===== src/rtl/bist_ctrl.sv =====
// Memory/logic BIST sequencer: seeds the pattern LFSR, runs N patterns, compacts CUT responses in a MISR
// and compares the signature. Define BIST_CAPTURE_PIPE2_EN for a 2-cycle capture latency (registered CUT).
module bist_ctrl (
    input  logic        clk,
    input  logic        reset_n,
    input  logic        start,
    input  logic        abort,
    input  logic [15:0] num_patterns,
    input  logic [15:0] golden_sig,
    input  logic [15:0] cut_resp,
    output logic        lfsr_reset,
    output logic        lfsr_enable,
    output logic        busy,
    output logic        done,
    output logic        pass,
    output logic [15:0] signature,
    output logic [15:0] pattern_cnt,
    output logic [2:0]  state_dbg
);

`ifdef BIST_CAPTURE_PIPE2_EN
    localparam int CAP_LAT = 2;
`else
    localparam int CAP_LAT = 1;
`endif
    localparam logic [1:0] FLUSH_LAST = 2'(CAP_LAT - 1);

    typedef enum logic [2:0] {
        S_IDLE    = 3'd0,
        S_SEED    = 3'd1,
        S_RUN     = 3'd2,
        S_FLUSH   = 3'd3,
        S_COMPARE = 3'd4,
        S_DONE    = 3'd5
    } state_t;

    state_t              state;
    logic [15:0]         n_q;
    logic [15:0]         golden_q;
    logic [15:0]         misr;
    logic [15:0]         cnt;
    logic [1:0]          flush_cnt;
    logic [CAP_LAT-1:0]  cap_pipe;
    logic                cap_valid;

    // Handshake: start is a level sampled only in IDLE; abort is sampled every busy cycle and wins over everything.
    assign lfsr_reset  = (state == S_SEED);
    assign lfsr_enable = (state == S_RUN);
    assign busy        = (state != S_IDLE);
    assign done        = (state == S_DONE);
    assign signature   = misr;
    assign pattern_cnt = cnt;
    assign state_dbg   = state;
    assign cap_valid   = cap_pipe[CAP_LAT-1];

    function automatic logic [15:0] misr_step(input logic [15:0] m, input logic [15:0] d);
        logic [15:0] nx;
        nx      = {m[14:0], m[15]};
        nx[6:4] = m[5:3] ^ {3{m[15]}};
        return nx ^ d;
    endfunction

    always_ff @(posedge clk or negedge reset_n) begin
        if (!reset_n) begin
            state     <= S_IDLE;
            n_q       <= '0;
            golden_q  <= '0;
            misr      <= '0;
            cnt       <= '0;
            flush_cnt <= '0;
            cap_pipe  <= '0;
            pass      <= 1'b0;
        end else begin
            // Abort flushes in-flight captures so nothing lands in the MISR after the run is dropped.
`ifdef BIST_CAPTURE_PIPE2_EN
            cap_pipe <= abort ? 2'b00 : {cap_pipe[0], lfsr_enable};
`else
            cap_pipe <= abort ? 1'b0 : lfsr_enable;
`endif
            if (cap_valid)
                misr <= misr_step(misr, cut_resp);

            case (state)
                S_IDLE: begin
                    if (start && !abort) begin
                        state    <= S_SEED;
                        n_q      <= num_patterns;
                        golden_q <= golden_sig;
                        misr     <= '0;
                        cnt      <= '0;
                        pass     <= 1'b0;
                    end
                end
                S_SEED: begin
                    flush_cnt <= '0;
                    if (abort)
                        state <= S_IDLE;
                    else
                        state <= (n_q != 16'd0) ? S_RUN : S_FLUSH;
                end
                S_RUN: begin
                    cnt <= cnt + 16'd1;
                    if (abort)
                        state <= S_IDLE;
                    else if (({1'b0, cnt} + 17'd1) == {1'b0, n_q})
                        state <= S_FLUSH;
                end
                S_FLUSH: begin
                    if (abort)
                        state <= S_IDLE;
                    else if (flush_cnt == FLUSH_LAST)
                        state <= S_COMPARE;
                    else
                        flush_cnt <= flush_cnt + 2'd1;
                end
                S_COMPARE: begin
                    if (abort) begin
                        state <= S_IDLE;
                    end else begin
                        pass  <= (misr == golden_q);
                        state <= S_DONE;
                    end
                end
                S_DONE:  state <= S_IDLE;
                default: state <= S_IDLE;
            endcase
        end
    end

endmodule


===== config.mk =====
export PLATFORM = sky130hd
export DESIGN_NAME = bist_ctrl
export DESIGN_NICKNAME = d
export VERILOG_FILES = /design/src/rtl/bist_ctrl.sv
export SDC_FILE = /design/constraint.sdc
export NUM_CORES = 1
export LEC_CHECK = 0
export BUFFER_PORTS_ARGS = -buffer_cell sky130_fd_sc_hd__clkbuf_2
export CAP_MARGIN = 20
export CORE_MARGIN = 4
export CORE_UTILIZATION = 50
export CTS_CLUSTER_DIAMETER = 150
export DETAILED_ROUTE_END_ITERATION = 16
export PLACE_DENSITY = 0.75
export SLEW_MARGIN = 30
export SYNTH_ARGS = -nofsm -noshare
export SYNTH_HDL_FRONTEND = slang
export SYNTH_SLANG_ARGS = --single-unit
export TNS_END_PERCENT = 20

===== constraint.sdc =====
create_clock -name clk -period 3.54 [get_ports clk]
set_input_delay 0.708 -clock clk [delete_from_list [all_inputs] [get_ports clk]]
set_output_delay 0.708 -clock clk [all_outputs]
set_load 0.01 [all_outputs]

==> run metrics, run 1 <==
combinational share of power 24.9%; Slew Limit Fails 0; FMAX 379 MHz; DRT Pass-1 Iters 5; clock sinks 71; maxcap violations 0; area grow syn2layout 17.7%; Relative slew margins 35.2%; Tot Pwr 2.36 mW; GR Overflow Total 0; clock buffer count from CTS 9; Layout fillers 603; Syn Area/Cell 10.5 um2; Psw 747 uW; post-synthesis net count 425; nets 512; FFs w/ async S/R, synth 100%; # rows 31; via/cell ratio 5.64; met2 WL 4280 um; Resized Gates After CTS 0; worst-case clock buffer depth 2; gr usage total 20.5%; IR drop worst, VDD 0.000345 V; post-CTS setup buffers 0; clock root cell clkbuf_8; min Tclk post-route 2.64 ns; WL per Instance 15.8 um; clock share of power 27.1%; RR Startpoint state_dbg[2]; core area 7410 um2; Worst setup startpoint state_dbg[2]; Pwr Density 515 nW/um2; setup TNS 0 ns; Top FF cell, synth dfrtp_1; setup ws final 0.902 ns; Post-Place Setup Slack 1.18 ns; area of the multi-input gates 1980 um2; CTS tree yes; largest family of logic cells by synthesized area simple AND/OR/NAND/NOR gates; Compound-Gate Fraction of Synth Area 11.3%; Starting Density 52.6%; sequential area share after synthesis 45.6%; Startpoint Class flop; H-tree depth 3; CP Class reg2out; vias 3,170; CTS clk-pin slew, worst paths 0.08 ns; critical path arrival 1.93 ns; Clk Latency, worst-skew pair 0.34 ns; final antenna-violating net count 0; Die H 96.3 um; cell accounting for the most synthesized area dfrtp_1; CP Data Required Time 2.83 ns; Die Wd 96.3 um; Worst Clk Skew 0.00873 ns; commonest cells in the netlist dfrtp_1, nor2_1, xnor2_1; post-synthesis adder-cell area fraction 0.642%; hold buffers post-CTS 0; Crit. End Element output port; # diodes 0; global-route wire length before repair 14,600 um; P_leak 2.06 nW; # DRC 0; metal3 WL 683 um; register area 1780 um2; xor/xnor share of the synthesized area 12.6%; Synth Instances 371; CP max FO 22; R2R cell count 7; Int Pwr 1.62 mW; share of the synthesized area in the top cell type 45.6%; Post-synth EDFFs 0; RSZ-0062 raised after global routing no; Synth area leaders dfrtp_1, mux2_2, xnor2_1, xor2_1, nor2_1; largest net degree at the start of global routing 42; Hold/Removal Path Class in2async; # IOs 92; Yosys Warn Count 0; Hold WS 0.386 ns; FF-to-FF setup slack 1.07 ns; WL met1 3770 um; library cells used by synthesis 46; Setup violations, final 0; initial antenna violation count 0; part of the power in registers 48.0%; Worst Tran Pin Value 0.971 ns; dpl hpwl 6710 um; DRT iter0 DRCs 130; die area 9270 um2; Critical Path Sink lfsr_enable; final WL 8880 um; Mapped Area 3900 um2; vias in the first global route 3,055; reg2reg end pattern_cnt[14]; DR top layer met4; Switching Share 31.6%; input/output buffers 91; period utilization 74.5%; Post-Synth Simple-Gate Area 15.8%; global placer's final weighted congestion 0.955; final hold violations 0; multiplexer area fraction after synthesis 10.3%; outcome completed; synthesis-stage register bit count 71; cell with the most instances after synthesis dfrtp_1; layout cells sized above 1 33.3%
-- stage by stage --
step	instance area [um2]	std cells	util (%)
global placement	4390	546	59.2
floorplan	3900	371	-
global route	4590	562	61.9
finish	4590	562	61.9
detailed placement	4390	546	59.2
CTS	4590	562	61.9
-- state kept, by name, summed over array words and instances, names as in the netlist --
signal	cells
state_dbg	3
signature	16
pass	1
n_q	16
cap_pipe	1
pattern_cnt	16
golden_q	16
flush_cnt	2
-- how the worst min path moves through the flow --
stage | startpoint | end | slack, ns | cells past startpoint
6_report | reset_n | pattern_cnt[15] | 0.39 | 2
5_1_grt | reset_n | pattern_cnt[7] | 0.42 | 2
4_1_cts | reset_n | pattern_cnt[15] | 0.40 | 2
3_5_place_dp | golden_q[3] | golden_q[3] | 0.52 | 1
3_3_place_gp | flush_cnt[1] | flush_cnt[1] | 0.51 | 1
2_1_floorplan | reset_n | cap_pipe | 0.41 | 0
-- power by group through the flow --
stage          clock network, mW  logic, mW  registers (mW)
2_1_floorplan                  0      0.415            1.12
3_3_place_gp                   0      0.580            1.14
3_5_place_dp                   0      0.593            1.15
4_1_cts                    0.655      0.597            1.13
5_1_grt                    0.693      0.658            1.16
6_report                   0.641      0.589            1.13
-- placed cells by master, fill, tap and decap left out, drive strengths merged, types with 7 or more instances in the layout --
master  instances
nand3           8
nor4           11
xnor2          38
clkbuf        101
nand2          20
a211oi         14
mux2           32
xor2           18
nor2           40
dfrtp          71
a21oi           7
o31ai           9
o21ai          30
-- layout make-up --
type / instances / share of cell area (%)
Clock buffer: 11 / 3.08
Tap cell: 99 / 2.70
Sequential cell: 71 / 38.7
Clock inverter: 5 / 1.25
Timing Repair Buffer: 96 / 10.7
Inverter: 4 / 0.327
Multi-Input combinational cell: 276 / 43.2
-- cells by family (layout without fill, tap and decap cells) --
family | Yosys count | in the layout
multiplexers | 36 | 36
buffers and inverters | 24 | 116
flip-flops | 71 | 71
adder cells (fa/ha/maj) | 2 | 2
XOR/XNOR | 56 | 56
AND/OR/NAND/NOR | 113 | 113
AO/OA/AOI/OAI | 69 | 69
-- critical path: stages, from the launching register on --
cell and delay [ns]:
dfrtp_1 0.46, nand2b_1 0.18, or2_0 0.20, buf_4 0.21, inv_1 0.33, clkbuf_2 0.21
-- routing by layer --
metal	global-route usage (%)	up-vias
met3	4.53	15
met5	0	-
met4	7.36	0
met1	28.7	1535
met2	31.3	122
li1	-	1498
Power figures use the tool's default switching activity.
==> run 2: changes to the inputs <==
==> constraint.sdc (replaced) <==
create_clock -name clk -period 2.8 [get_ports clk]
set_input_delay 0.56 -clock clk [delete_from_list [all_inputs] [get_ports clk]]
set_output_delay 0.56 -clock clk [all_outputs]
set_load 0.01 [all_outputs]
==> run metrics, run 2 (same netlist as run 1, synthesis figures left out) <==
area grow syn2layout 18.5%; Hold WS 0.242 ns; Switching Share 32.0%; IR drop worst, VDD 0.000343 V; R2R cell count 6; dpl hpwl 6840 um; Resized Gates After CTS 0; Inst Count DP 546; post-CTS setup buffers 0; DRT iter0 DRCs 143; largest net degree at the start of global routing 45; WL per Instance 16.3 um; outcome completed; CP Class reg2reg; Int Pwr 2.10 mW; final antenna-violating net count 0; final WL 9180 um; setup TNS 0 ns; via/cell ratio 5.65; reg2reg end state_dbg[0]; Die Wd 96.3 um; period utilization 86.1%; Startpoint Class flop; Slew Limit Fails 0; DRT Pass-1 Iters 5; hold buffers post-CTS 0; core area 7410 um2; clock share of power 28.8%; RR Startpoint pattern_cnt[0]; GR Overflow Total 0; final std cells w/o fill 562; final hold violations 0; Relative slew margins 38.1%; combinational share of power 24.3%; CTS tree yes; layout cells sized above 1 33.5%; CP max FO 8; # IOs 92; Worst Tran Pin Value 0.925 ns; initial antenna violation count 0; Clk Latency, worst-skew pair 0.35 ns; Psw 986 uW; CTS clk-pin slew, worst paths 0.08 ns; vias 3,177; Starting Density 52.6%; clock sinks 71; P_leak 2.07 nW; maxcap violations 0; nets 512; Critical Path Sink state_dbg[0]; Die H 96.3 um; critical path arrival 2.65 ns; part of the power in registers 46.8%; global placer's final weighted congestion 0.862; global-route wire length before repair 14,700 um; commonest non-fill, non-tap cell in the layout clkbuf_2; Hold/Removal Path Class in2async; clock buffer count from CTS 9; vias in the first global route 2,998; RSZ-0062 raised after global routing no; Pwr Density 667 nW/um2; Worst Clk Skew 0.00813 ns; min Tclk post-route 2.41 ns; most frequent cells in the layout clkbuf_2, dfrtp_1, nor2_1; CP Data Required Time 3.04 ns; worst-case clock buffer depth 2; # DRC 0; clock root cell clkbuf_8; input/output buffers 91; gr usage total 20.8%; FMAX 415 MHz; area of the multi-input gates 1980 um2; Crit. End Element flop; FF-to-FF setup slack 0.39 ns; die area 9270 um2; register area 1780 um2; Layout fillers 601; # diodes 0; Setup violations, final 0; H-tree depth 3; Worst setup startpoint pattern_cnt[0]; # rows 31
[run 2: cell types whose count changed in the layout (fill, tap and decap cells not counted), sizes merged]
cell,before,now
clkbuf,101,102
clkinv,4,1
clkinvlp,0,1
inv,4,5
[run 2: how the worst min path moves through the flow]
stage / startpoint / end / slack [ns] / depth (start not counted)
after floorplan: reset_n / cap_pipe / 0.26 / 0
after global placement: golden_q[1] / golden_q[1] / 0.51 / 1
after detailed placement: flush_cnt[0] / flush_cnt[0] / 0.51 / 1
after CTS: reset_n / pattern_cnt[7] / 0.26 / 1
after global routing: reset_n / pattern_cnt[7] / 0.30 / 1
final: reset_n / pattern_cnt[7] / 0.24 / 1
[run 2: power groups by stage]
stage / combinational (mW) / sequential [mW] / clock (mW)
detailed placement: 0.756 / 1.46 / 0
floorplan: 0.525 / 1.42 / 0
finish: 0.750 / 1.44 / 0.888
global placement: 0.733 / 1.45 / 0
CTS: 0.761 / 1.44 / 0.898
global route: 0.834 / 1.47 / 0.949
[run 2: final cells by class]
class,count,share of cell area [%]
multi-input combinational,276,42.9
sequential,71,38.5
timing repair buffer,96,10.9
clock buffer,12,3.58
tap,99,2.68
clock inverter,4,1.11
inverter,4,0.325
[run 2: metal layers]
layer	routed length [um]	GRT usage, %	part of all wire (%)	vias to the layer above
met5	0	0	0	-
met4	180	8.29	2.0	0
met3	548	3.91	6.0	21
met2	4500	33.6	49	115
met1	3950	27.5	43	1552
li1	-	-	-	1489
[run 2: worst max-delay path, stage by stage, from the launching register on]
cell     delay (ns)
dfrtp_1        0.53
ha_1           0.32
nand3_1        0.25
nor4_2         0.62
mux2i_1        0.26
a21oi_1        0.09
a41o_1         0.23
[run 2: per-stage QoR]
| stage | power, mW | utilization, % | cell area [um2] | worst slack, ns |
|---|---|---|---|---|
| after floorplan | 1.94 | - | 3900 | 0.737 |
| after global placement | 2.18 | 59.4 | 4400 | 0.530 |
| after detailed placement | 2.22 | 59.4 | 4400 | 0.454 |
| after CTS | 3.10 | 62.3 | 4620 | 0.422 |
| after global routing | 3.25 | 62.3 | 4620 | 0.249 |
| final | 3.08 | 62.3 | 4620 | 0.390 |
